### src/rtl/medidor_clock.sv
// Clock monitor: measures period, high time and rising-edge count of an async clock in clk cycles.
// Optional min/max period tracking is enabled with `define MEDIDOR_JITTER_EN.
module medidor_clock #(
  parameter int LARGURA = 16,
  parameter int TIMEOUT = 1024
) (
  input  logic               clk,
  input  logic               reset,
  input  logic               habilita,
  input  logic               entrada,
  output logic [LARGURA-1:0] periodo,
  output logic [LARGURA-1:0] tempo_alto,
  output logic               valido,
  output logic               nova_medida,
  output logic               parado,
  output logic [LARGURA-1:0] num_bordas,
  output logic [LARGURA-1:0] periodo_min,
  output logic [LARGURA-1:0] periodo_max
);

  // state         | meaning
  // ESPERA_SUBIDA | idle or just enabled, waiting for the first rising edge
  // MEDE_ALTO     | entrada high, counting high time
  // MEDE_BAIXO    | entrada low, counting rest of the period
  // PARADO        | no rising edge for TIMEOUT cycles
  typedef enum logic [1:0] {
    ESPERA_SUBIDA,
    MEDE_ALTO,
    MEDE_BAIXO,
    PARADO
  } estado_t;

  localparam logic [LARGURA-1:0] LIMITE = LARGURA'(TIMEOUT);

  estado_t            estado, estado_nxt;
  logic               sinc1, s, s_d;
  logic               sub, desc;
  logic [LARGURA-1:0] cnt;
  logic [LARGURA-1:0] tempo_alto_tmp;
  logic               carrega, conta_borda, captura_alto, fecha, alto_glitch, para;

  assign sub  = s & ~s_d;
  assign desc = ~s & s_d;

  always_ff @(posedge clk or posedge reset) begin
    if (reset) begin
      sinc1 <= 1'b0;
      s     <= 1'b0;
      s_d   <= 1'b0;
    end else begin
      sinc1 <= entrada;
      s     <= sinc1;
      s_d   <= s;
    end
  end

  always_ff @(posedge clk or posedge reset) begin
    if (reset) estado <= ESPERA_SUBIDA;
    else       estado <= estado_nxt;
  end

  always_comb begin
    estado_nxt   = estado;
    carrega      = 1'b0;
    conta_borda  = 1'b0;
    captura_alto = 1'b0;
    fecha        = 1'b0;
    alto_glitch  = 1'b0;
    para         = 1'b0;
    if (!habilita) begin
      estado_nxt = ESPERA_SUBIDA;
    end else begin
      case (estado)
        ESPERA_SUBIDA: begin
          if (sub) begin
            carrega     = 1'b1;
            conta_borda = 1'b1;
            estado_nxt  = MEDE_ALTO;
          end
        end
        MEDE_ALTO: begin
          // a rising edge with no falling edge in between means a sub-cycle low glitch
          if (sub) begin
            fecha       = 1'b1;
            alto_glitch = 1'b1;
            carrega     = 1'b1;
            conta_borda = 1'b1;
          end else if (cnt == LIMITE) begin
            para       = 1'b1;
            estado_nxt = PARADO;
          end else if (desc) begin
            captura_alto = 1'b1;
            estado_nxt   = MEDE_BAIXO;
          end
        end
        MEDE_BAIXO: begin
          if (sub) begin
            fecha       = 1'b1;
            carrega     = 1'b1;
            conta_borda = 1'b1;
            estado_nxt  = MEDE_ALTO;
          end else if (cnt == LIMITE) begin
            para       = 1'b1;
            estado_nxt = PARADO;
          end
        end
        PARADO: begin
          if (sub) begin
            carrega     = 1'b1;
            conta_borda = 1'b1;
            estado_nxt  = MEDE_ALTO;
          end
        end
        default: estado_nxt = ESPERA_SUBIDA;
      endcase
    end
  end

  always_ff @(posedge clk or posedge reset) begin
    if (reset) begin
      cnt            <= '0;
      tempo_alto_tmp <= '0;
      periodo        <= '0;
      tempo_alto     <= '0;
      valido         <= 1'b0;
      nova_medida    <= 1'b0;
      parado         <= 1'b0;
      num_bordas     <= '0;
    end else begin
      nova_medida <= fecha;
      if (!habilita) begin
        cnt    <= '0;
        valido <= 1'b0;
        parado <= 1'b0;
      end else begin
        if (carrega)
          cnt <= LARGURA'(1);
        else if (estado != ESPERA_SUBIDA && cnt != LIMITE)
          cnt <= cnt + 1'b1;
        if (captura_alto)
          tempo_alto_tmp <= cnt;
        if (fecha) begin
          periodo    <= cnt;
          tempo_alto <= alto_glitch ? cnt : tempo_alto_tmp;
          valido     <= 1'b1;
        end
        if (conta_borda)
          num_bordas <= num_bordas + 1'b1;
        if (carrega)
          parado <= 1'b0;
        if (para) begin
          parado <= 1'b1;
          valido <= 1'b0;
        end
      end
    end
  end

`ifdef MEDIDOR_JITTER_EN
  always_ff @(posedge clk or posedge reset) begin
    if (reset) begin
      periodo_min <= '1;
      periodo_max <= '0;
    end else if (fecha) begin
      if (cnt < periodo_min) periodo_min <= cnt;
      if (cnt > periodo_max) periodo_max <= cnt;
    end
  end
`else
  assign periodo_min = '0;
  assign periodo_max = '0;
`endif

endmodule

### config.mk
export PLATFORM = sky130hd
export DESIGN_NAME = medidor_clock
export DESIGN_NICKNAME = d
export VERILOG_FILES = /design/src/rtl/medidor_clock.sv
export SDC_FILE = /design/constraint.sdc
export NUM_CORES = 1
export LEC_CHECK = 0
export ABC_AREA = 1
export ABC_CLOCK_PERIOD_IN_PS = 4200
export CAP_MARGIN = 20
export CORE_ASPECT_RATIO = 0.75
export CORE_UTILIZATION = 50
export DETAILED_ROUTE_END_ITERATION = 7
export HOLD_SLACK_MARGIN = 0.15
export PLACE_DENSITY = 0.88
export REMOVE_ABC_BUFFERS = 1
export SLEW_MARGIN = 20
export SYNTH_ARGS = -nofsm -noshare
export SYNTH_HDL_FRONTEND = slang
export SYNTH_SLANG_ARGS = --single-unit
### constraint.sdc
create_clock -name clk -period 4.2 [get_ports clk]
set_clock_uncertainty 0.2 [all_clocks]
set_input_delay 1.26 -clock clk [delete_from_list [all_inputs] [get_ports clk]]
set_output_delay 1.26 -clock clk [all_outputs]
set_load 0.01 [all_outputs]
==> out/qor.txt <==
Status: finished with violations
Failing checks: DRC
DP HPWL: 6670 um
Slew @ Worst Pin: 0.708 ns
Num rows: 29
Critical path required time: 4.20 ns
Hold buffers post-CTS: 0
Initial antenna violation count: 0
Total gr overflow: 0
Peak VDD IR: 0.356 mV
Vias in the first global route: 3316
Filler Cell Count: 745
Mapped cell area: 4500 um^2
Final Non-Filler Cells: 710
# IOs: 87
Largest net degree at the start of global routing: 53
Part of the power in registers: 42.7%
Cells after DPL: 694
Routed vias/inst: 5.07
Sequential share of the synthesized area: 48.9%
DRT Wirelength: 9650 um
Syn_area_per_cell: 8.23 um^2
Mapped Cells: 547
Crit path DAT: 2.98 ns
Crit-path cells: clkdlybuf4s50_1, inv_2, nor2_1, nand3_2, nor2_1, a21oi_1
Sw Pwr: 0.781 mW
Main synth FF type: dfrtp_1
Initial DRC Count: 269
CP most frequent cell: nor2_1
Slew headroom: 52.7%
Starting density of the core: 52.3%
DIE AREA: 9390 um^2
Post-synth EDFFs: 0
Clk sink count: 88
Finish-stage setup viols: 0
Setup CP Type: input port to register
Antenna viol nets, final: 0
Setup TNS: 0 ns
Post-route DRC: 6
Layout area overhead: 17.1%
Setup bufs post-CTS: 0
Crit-path slowest cell: clkdlybuf4s50_1
Max clock buf depth: 2
GRT Util Overall: 22.0%
Async set or reset register ratio after synthesis: 100%
RSZ-0062 raised after global routing: false
Max stage delay on crit path: 0.64 ns
Post-cts sizing count: 0
Crit. End Element: register
Clock power share: 32.5%
Leak Pwr: 2.51 nW
Fin Hold WS: 0.162 ns
Final Hold Fails: 0
CTS HTree Levels: 3
CP Max Fanout: 32
Nets: 608
CTS tree: done
CP startpoint kind: input port
Layout cells sized above 1: 6.64%
Final period util: 70.8%
WL/cell: 13.6 um
Die width: 112 um
Combinational Power Share: 24.8%
Switch share: 31.3%
Placer Congestion: 0.884
Clk slew on worst S/H paths: 0.06 ns
Internal Power: 1.71 mW
Max cap viols: 0
Root Buffer: clkbuf_16
TritonCTS buffer count: 9
Vias: 3598
Post-layout min period: 2.97 ns
Inserted Diodes: 0
PortBufs: 54
Max frequency: 0.336 GHz
Final Max Slew Viols: 0
Post-synth cell types: 29
Pwr dens: 472 nW/um^2
Clock Latency Late Sink: 0.34 ns
Core area: 8600 um^2
Die boundary height: 84.2 um
1st-pass router iterations: 8
Hold Path Class: register to register
First-pass GRT wire length: 16100 um
Synth Warn #: 0
Synthesized flop and latch total: 88
-- placed cells by master (no fill, tap or decap), types with 2 or more instances in the layout --
cell,netlist,layout
nand2_4,3,3
nand3_2,2,2
buf_4,35,2
nand3_1,27,27
nor3_1,6,6
a21oi_1,14,14
nor2_1,54,54
nand4_1,9,9
conb_1,1,32
xnor2_1,4,4
clkbuf_16,0,9
inv_1,40,39
o21ai_0,39,39
dfrtp_1,88,88
clkinvlp_4,0,2
nand3b_1,2,2
clkinv_2,0,2
nor2_2,3,3
nor2_4,4,4
clkinv_4,1,2
ha_1,7,7
inv_2,5,5
xor2_1,10,10
o21ai_1,19,19
clkdlybuf4s50_1,0,54
nand2_1,155,155
-- worst max-delay path: cells and delay by family --
kind | cells | cell delay [ns]
AND/OR/NAND/NOR | 3 | 0.89
AO/OA/AOI/OAI | 1 | 0.06
buffers and inverters | 2 | 0.75
-- power groups by stage --
stage | Clock, mW | Combinational (mW) | Sequential [mW]
floorplan | 0 | 0.310 | 1.10
global placement | 0 | 0.586 | 1.07
detailed placement | 0 | 0.606 | 1.07
CTS | 0.826 | 0.619 | 1.06
global route | 0.860 | 0.676 | 1.08
finish | 0.810 | 0.617 | 1.06
-- through the flow --
step | worst slack [ns] | power [mW] | area (um^2) | util (%)
after floorplan | 0.461 | 1.41 | 4250 | -
after global placement | 0.895 | 1.66 | 4960 | 57.7
after detailed placement | 0.853 | 1.68 | 4960 | 57.7
after CTS | 1.19 | 2.51 | 5270 | 61.3
after global routing | 1.05 | 2.62 | 5270 | 61.3
final | 1.23 | 2.49 | 5270 | 61.3
-- logic make-up after synthesis --
| group | after synthesis | share of synthesized area (%) |
|---|---|---|
| flip-flops | 88 | 48.9 |
| buffers and inverters | 95 | 12.0 |
| AO/OA/AOI/OAI | 74 | 8.34 |
| AND/OR/NAND/NOR | 268 | 25.9 |
| adder cells (fa/ha/maj) | 7 | 1.95 |
| XOR/XNOR | 14 | 2.72 |
| other | 1 | 0.0833 |
-- cell usage after synthesis (3+ instances only) --
cell     count  area share [%]
nand2_4      3            0.75
o21ai_1     19             2.1
xor2_1      10             1.9
nand3_1     27             3.0
a21oi_1     14             1.6
buf_6        5             1.3
o21ai_0     39             4.3
nor3_1       6            0.67
dfrtp_1     88              49
inv_1       40             3.3
xnor2_1      4            0.78
buf_2        9             1.0
ha_1         7             1.9
nor2_1      54             4.5
nor2_2       3            0.42
nand4_1      9             1.3
buf_4       35             5.8
inv_2        5            0.42
nor2_4       4             1.0
nand2_1    155              13
-- final cells by class --
class | count | area (um^2) | share of cell area (%)
clock buffers | 10 | 239 | 4.53
clock inverters | 6 | 67.6 | 1.28
inverters | 46 | 179 | 3.39
multi-input cells | 395 | 1870 | 35.5
flip-flops and latches | 88 | 2200 | 41.8
well taps | 108 | 135 | 2.56
repair buffers | 57 | 576 | 10.9
-- path summary, 6_finish.rpt --
check	to	cells after the start	startpoint	slack, ns
setup / recovery	tempo_alto_tmp[5]$_DFFE_PP0P_	6	habilita	1.23
hold / removal	s$_DFF_PP0_	0	sinc1$_DFF_PP0_	0.16
setup reg to reg	cnt[0]$_DFFE_PP0P_	10	cnt[0]$_DFFE_PP0P_	1.90
hold reg to reg	s$_DFF_PP0_	0	sinc1$_DFF_PP0_	0.16
max in group asynchronous	tempo_alto_tmp[10]$_DFFE_PP0P_	3	reset	2.02
min in group asynchronous	tempo_alto[0]$_DFFE_PP0P_	2	reset	1.11
-- routing by layer --
metal | wire, um | global-route usage, % | vias up
li1 | - | - | 1773
met1 | 4580 | 29.8 | 1698
met2 | 4440 | 35.4 | 114
met3 | 492 | 4.69 | 13
met4 | 142 | 7.37 | 0
met5 | 0 | 0 | -
-- state kept, by name (all words and copies together) (netlist names) --
register,flops
estado,2
sinc1,1
periodo,16
parado,1
num_bordas,16
nova_medida,1
valido,1
tempo_alto_tmp,16
tempo_alto,16
s_d,1
s,1
cnt,16
Power figures use the tool's default switching activity.
